==> src/rtl/bf16_lane_packer_if.sv <==
// bf16_lane_packer_if: FP32 input stream and packed-BF16 output stream of the lane packer.
interface bf16_lane_packer_if;
  logic        in_valid;
  logic        in_ready;
  logic [31:0] in_data;
  logic        in_last;
  logic        out_valid;
  logic        out_ready;
  logic [31:0] out_data;
  logic [1:0]  out_lane_mask;
  modport slave (
    input  in_valid, in_data, in_last, out_ready,
    output in_ready, out_valid, out_data, out_lane_mask
  );
  modport master (
    output in_valid, in_data, in_last, out_ready,
    input  in_ready, out_valid, out_data, out_lane_mask
  );
endinterface

==> src/rtl/bf16_lane_packer.sv <==
// bf16_lane_packer: FP32 to BF16 (RNE) narrowing, pairing results into {hi, lo} packed words.
module bf16_lane_packer #(
  parameter logic [15:0] PAD = 16'h0000
) (
  input  logic                       clk,
  input  logic                       rst_n,
  bf16_lane_packer_if.slave          s,
  output logic [15:0]                words_out
);
  typedef enum logic {EMPTY, HALF} state_t;
  state_t      state_q, state_d;
  logic [15:0] hi_q, hi_d;
  logic [31:0] out_data_q, out_data_d;
  logic [1:0]  out_mask_q, out_mask_d;
  logic        out_valid_q, out_valid_d;
  logic [15:0] words_q, words_d;
  logic [15:0] conv;
  logic        rnd, acc, xfer, emit;
  always_comb begin
    rnd  = s.in_data[15] && (|s.in_data[14:0] || s.in_data[16]);
    conv = (s.in_data[30:23] == 8'hFF) ? ((|s.in_data[22:0]) ? {s.in_data[31], 15'h7FC0} : s.in_data[31:16])
         : (s.in_data[30:23] == 8'h00) ? {s.in_data[31], 15'h0000}
         : s.in_data[31:16] + {15'd0, rnd};
  end
  assign s.in_ready = !out_valid_q || s.out_ready;
  // emit takes priority over the transfer-driven clear, giving bubble-free back-to-back words
  always_comb begin
    acc         = s.in_valid && s.in_ready;
    xfer        = out_valid_q && s.out_ready;
    emit        = acc && (state_q == HALF || s.in_last);
    state_d     = acc ? ((state_q == EMPTY && !s.in_last) ? HALF : EMPTY) : state_q;
    hi_d        = (acc && state_q == EMPTY && !s.in_last) ? conv : hi_q;
    out_data_d  = emit ? ((state_q == HALF) ? {hi_q, conv} : {conv, PAD}) : out_data_q;
    out_mask_d  = emit ? ((state_q == HALF) ? 2'b11 : 2'b10) : out_mask_q;
    out_valid_d = emit || (out_valid_q && !s.out_ready);
    words_d     = words_q + {15'd0, xfer};
  end
  always_ff @(posedge clk or negedge rst_n) begin
    if (!rst_n) begin
      state_q     <= EMPTY;
      hi_q        <= '0;
      out_data_q  <= '0;
      out_mask_q  <= '0;
      out_valid_q <= 1'b0;
      words_q     <= '0;
    end else begin
      state_q     <= state_d;
      hi_q        <= hi_d;
      out_data_q  <= out_data_d;
      out_mask_q  <= out_mask_d;
      out_valid_q <= out_valid_d;
      words_q     <= words_d;
    end
  end
  assign s.out_valid     = out_valid_q;
  assign s.out_data      = out_data_q;
  assign s.out_lane_mask = out_mask_q;
  assign words_out       = words_q;
endmodule
==> src/flat_wrapper.sv <==
// flat-port wrapper written by rule: the top's interface ports become plain ports
module bf16_lane_packer_flat 
#(
  parameter logic [15:0] PAD = 16'h0000
)
  (clk, rst_n, words_out, s_in_valid, s_in_data, s_in_last, s_out_ready, s_in_ready, s_out_valid, s_out_data, s_out_lane_mask);
  bf16_lane_packer_if s_i ();
  input  logic clk;
  input  logic rst_n;
  output logic [15:0] words_out;
  input wire logic [$bits(s_i.in_valid)-1:0] s_in_valid;
  input wire logic [$bits(s_i.in_data)-1:0] s_in_data;
  input wire logic [$bits(s_i.in_last)-1:0] s_in_last;
  input wire logic [$bits(s_i.out_ready)-1:0] s_out_ready;
  output wire logic [$bits(s_i.in_ready)-1:0] s_in_ready;
  output wire logic [$bits(s_i.out_valid)-1:0] s_out_valid;
  output wire logic [$bits(s_i.out_data)-1:0] s_out_data;
  output wire logic [$bits(s_i.out_lane_mask)-1:0] s_out_lane_mask;
  assign s_i.in_valid = s_in_valid;
  assign s_i.in_data = s_in_data;
  assign s_i.in_last = s_in_last;
  assign s_i.out_ready = s_out_ready;
  assign s_in_ready = s_i.in_ready;
  assign s_out_valid = s_i.out_valid;
  assign s_out_data = s_i.out_data;
  assign s_out_lane_mask = s_i.out_lane_mask;
  bf16_lane_packer #(.PAD(PAD)) u_core (.clk(clk), .rst_n(rst_n), .s(s_i), .words_out(words_out));
endmodule
==> config.mk <==
export PLATFORM = sky130hd
export DESIGN_NAME = bf16_lane_packer_flat
export DESIGN_NICKNAME = d
export VERILOG_FILES = /design/src/rtl/bf16_lane_packer_if.sv /design/src/rtl/bf16_lane_packer.sv /design/src/flat_wrapper.sv
export SDC_FILE = /design/constraint.sdc
export NUM_CORES = 1
export LEC_CHECK = 0
export BUFFER_PORTS_ARGS = -buffer_cell sky130_fd_sc_hd__buf_4
export CELL_PAD_IN_SITES_DETAIL_PLACEMENT = 1
export CELL_PAD_IN_SITES_GLOBAL_PLACEMENT = 1
export CORE_MARGIN = 4
export CORE_UTILIZATION = 43
export CTS_CLUSTER_SIZE = 20
export DETAILED_ROUTE_END_ITERATION = 8
export GPL_ROUTABILITY_DRIVEN = 0
export PLACE_DENSITY = 0.89
export SYNTH_ARGS = -nofsm -noshare
export SYNTH_HDL_FRONTEND = slang
export SYNTH_SLANG_ARGS = --single-unit
==> constraint.sdc <==
create_clock -name clk -period 3.25 [get_ports clk]
set_clock_uncertainty 0.1 [all_clocks]
set_input_delay 0.4875 -clock clk [delete_from_list [all_inputs] [get_ports clk]]
set_output_delay 0.4875 -clock clk [all_outputs]
set_load 0.1 [all_outputs]
# [Word-level counts from Yosys, hierarchy flattened]
# Cells that the tools add are included.
[op_classes] n_eq_ne=1 bitwise_logic=1 n_mux=6 reduce_logical=18 add_sub_neg=2
[op_table] operator="$add 16x1->16" count=2
[op_table] operator="$mux 16" count=2
[op_table] operator="$mux 32" count=1
[op_table] operator="$reduce_or 23->1" count=1
[op_table] operator="$mux 15" count=1
[op_table] operator="$reduce_or 15->1" count=1
[op_table] operator="$eq 8x8->1 const B" count=1
[op_table] operator="$logic_and 1x1->1" count=8
[op_table] operator="$logic_not 8->1" count=1
[op_table] operator="$logic_or 1x1->1" count=4
[op_table] operator="$logic_not 1->1" count=3
[op_table] operator="$mux 1" count=2
[op_table] operator="$not 1->1" count=1
[word_totals] word_cells=34 reg_bits=68

# [Logic depth before layout (Yosys ltp)]
[logic_depth] word_depth=7 depth_mapped=7 ltp_nobuf=7

# [Least setup slack after synthesis]
# No wires, ideal clock.
[synth_timing] path_kind="reg-to-reg" startpoint="register u_core.out_valid_q, in the netlist u_core.s.out_valid" endpoint="register u_core.words_q[12], in the netlist u_core.words_out[12]" t_required_ns=2.992 path_stages_with_launch=8 period_less_slack_ns=2.487 path_slack_ns=0.763 arrival_ns=2.229 path_cell_list="dfrtp_1 and2_1 ha_1 ha_1 nand2_1 nor3_1 nand3_1 xnor2_1"
[synth_between] elab_chain_len=2
[synth_lines] item="start, declared" line_no="bf16_lane_packer.sv:15" source="logic out_valid_q, out_valid_d;"
[synth_lines] item="start signal, assigned" line_no="bf16_lane_packer.sv:51" source="out_valid_q <= out_valid_d;"
[synth_lines] item="$logic_and 1x1->1" line_no="bf16_lane_packer.sv:29" source="xfer = out_valid_q && s.out_ready;"
[synth_lines] item="$add 16x1->16" line_no="bf16_lane_packer.sv:36" source="words_d = words_q + {15'd0, xfer};"
[synth_lines] item="named net u_core.words_d[12]" line_no="bf16_lane_packer.sv:16" source="logic [15:0] words_q, words_d;"
[synth_lines] item="end signal, assigned" line_no="bf16_lane_packer.sv:52" source="words_q <= words_d;"
[synth_lines] item="end, declared" line_no="bf16_lane_packer.sv:16"
# The timed path passes the listed nets, and every way through them passes these cells.
# A chain may end at the register's enable or synchronous reset.

# [Worst setup path in the final report]
[layout_timing] startpoint="register u_core.state_q" endpoint="register u_core.hi_q[3]"
[layout_between] elab_chain_len=3
[layout_lines] item="start, declared" line_no="bf16_lane_packer.sv:11" source="state_t state_q, state_d;"
[layout_lines] item="start signal, assigned" line_no="bf16_lane_packer.sv:47" source="state_q <= state_d;"
[layout_lines] item="$not 1->1" line_no="bf16_lane_packer.sv:32" source="hi_d = (acc && state_q == EMPTY && !s.in_last) ? conv : hi_q;"
[layout_lines] item="$logic_and 1x1->1 (2 in series)" line_no="bf16_lane_packer.sv:32"
[layout_lines] item="end signal, assigned" line_no="bf16_lane_packer.sv:48" source="hi_q <= hi_d;"
[layout_lines] item="end, declared" line_no="bf16_lane_packer.sv:12" source="logic [15:0] hi_q, hi_d;"
# Every way passes these cells.

==> flow_summary.toml <==
[global_route]
grt_pass1_wl_mm = 15.9
overflow = 0
antenna_found_initial = 0
grt_usage_pct = 22.7
grt_start_max_net_pins = 69
grt_pass1_vias = 3146

[logic_synthesis]
synthTopCellsByArea = "dfrtp_1 (52%), nand2_1 (6.7%), xnor2_1 (4.5%)"
synth_sequential_area_ratio_pct = 51.6
ys_ff_latch = 68
yosysTopAreaCellShare_pct = 51.6
async_reset_ff_share_pct = 100
synth_top_cell_by_area = "dfrtp_1"
syn-cell-area_um2 = 3300
synth_edf_count = 0
synth_cells = 336
synth_cell_type_count = 45
synth.avg_cell_area_um2 = 9.82
synthFlopType = "dfrtp_1"
synth_warnings = 0
synth_nets = 376

[setup_path]
critical_path_class = "reg -> reg"
rr_worst_depth = 3
worst-r2r-setup-slack_ns = 0.92
rr_startpoint = "u_core.state_q"
critical_path_arrival_ns = 2.45
required_ns = 3.37
cp-start-kind = "flip-flop"
worst_setup_path_end_kind = "flip-flop"
r2r-end = "u_core.hi_q[3]"
crit_fanout = 25
cp_slowest_cell = "nand3_1"
crit_path_cell_trace = "nor2_1 > nand3_1 > o31ai_1"
critPathMaxStageDelay_ns = 0.66

[final_layout]
layout_common_cells = "buf_4 (89), dfrtp_1 (68), nand2_1 (59), o21ai_0 (21)"
drive_above_1_share_pct = 27.8
finish.utilization_pct = 57.9
final_cells = 527
synthToLayoutAreaGrowth_pct = 29.5
nNetsFinal = 463
diodes = 0
final_common_cell = "buf_4"

[timing]
period_share_pct = 71.8
fmax_mhz = 428
tns_ns = 0
hold_slack_ns = 0.153
min_period_ns = 2.33
finalHoldViolations = 0
drv_slew = 0
timing_worst_slew_pin_value_ns = 0.885
maxSlewHeadroom_pct = 40.8
rsz0062_at_grt = "no"
finalSetupViolations = 0

[power]
power_per_cell_area_nw_per_um2 = 888
p_leak_nw = 1.92
total_power_mw = 3.79
vdd_drop_max_mv = 0.302

[placed_design]
io_buffers = 88
placedCellCount = 511
dp_hpwl_mm = 7.05

[floorplan]
die_x_um = 95.6
num_rows = 31
die_area_um2 = 9140
core-area_um2 = 7370
io_pins = 89
start_util_pct = 44.8
die_h_um = 95.6

[detailed_routing]
wl_per_cell_um = 18.1
drt_iter0_markers = 99
num_vias = 2962
firstDrtPassIters = 4
viasPerCell = 5.62
antenna_left = 0
wl_mm = 9.54
drcViolationCount = 0

[cts]
postCtsSetupBuffers = 0
clock-root-buffer = "clkbuf_8"
cts.sinks = 68
htreeDepth = 3
cts_tree = "built"
cts_hold_buffers = 0
numCtsBuffers = 9
insertion_delay_ns = 0.34
postCtsResizedCells = 0
cts_buffer_depth = 2
clk_pin_slew_ns = 0.07

[outcome]
status = "complete, no violations"

[run]
drv_cap = 0

[worst_hold_path]
hold_class = "in -> async"
-- kinds of logic (layout without fill, tap and decap cells) --
family,Yosys count,after routing,share of synthesized area (%)
compound gates,70,70,13.7
xor+xnor,22,22,5.84
fa+ha+maj,3,3,1.14
buf+inv,17,109,2.12
flops,68,68,51.6
mux,5,5,1.52
simple gates,151,151,24.1
-- stage by stage --
step | area (um2) | setup WS, ns
4_1_cts | 4270 | 0.936
6_report | 4270 | 0.915
3_5_place_dp | 4040 | 0.850
2_1_floorplan | 3300 | 0.763
5_1_grt | 4270 | 0.746
3_3_place_gp | 4040 | 1.03
-- flip-flops by register name, indices dropped and copies added (netlist names) --
| name | flops |
|---|---|
| u_core.words_out | 16 |
| u_core.s.out_data | 32 |
| u_core.hi_q | 16 |
| u_core.s.out_lane_mask | 2 |
| u_core.state_q | 1 |
| u_core.s.out_valid | 1 |
-- power by group --
part	internal [mW]	switching [mW]
registers	1.05	0.162
logic	0.353	1.41
clock network	0.492	0.320
total	1.90	1.89
-- layout make-up --
| class | count | area [um2] |
|---|---|---|
| fillers | 881 | 3100 |
| flip-flops and latches | 68 | 1700 |
| multi-input cells | 251 | 1530 |
| repair buffers | 89 | 668 |
| clock buffers | 12 | 165 |
| well taps | 99 | 124 |
| clock inverters | 4 | 70.1 |
| inverters | 4 | 15.0 |
-- worst max path at each step --
| stage | from | end | depth (start not counted) | slack, ns |
|---|---|---|---|---|
| after detailed placement | s_out_ready | u_core.hi_q[3] | 4 | 0.85 |
| final | u_core.state_q | u_core.hi_q[3] | 3 | 0.92 |
| after global placement | s_out_ready | u_core.hi_q[3] | 4 | 1.03 |
| after global routing | u_core.state_q | u_core.hi_q[3] | 3 | 0.75 |
| after floorplan | u_core.s.out_valid | u_core.words_out[12] | 7 | 0.76 |
| after CTS | u_core.state_q | u_core.hi_q[3] | 3 | 0.94 |
-- synthesized netlist by cell type (4+ instances only) --
library cell	number
mux2i_1	5
xor2_1	5
o21ai_0	21
and3_1	5
nand3_1	15
clkbuf_1	7
dfrtp_1	68
xnor2_1	17
buf_2	5
nand2_1	59
o31ai_1	4
o211ai_1	15
nor4_1	8
nor2_1	17
a21oi_1	13
nand4_1	8
nor3_1	13
and2_1	5
-- critical path: cells and delay by family (launching register included) --
| family | cells | cell delay (ns) |
|---|---|---|
| compound gates | 1 | 0.52 |
| simple gates | 2 | 0.95 |
| flops | 1 | 0.65 |
-- layer usage --
layer,GRT usage [%],vias up,wire length [um]
met5,0,-,0
li1,-,1377,-
met3,5.29,10,645
met1,29.5,1472,4100
met2,38.2,103,4690
met4,5.45,0,109
Power figures use the tool's default switching activity.
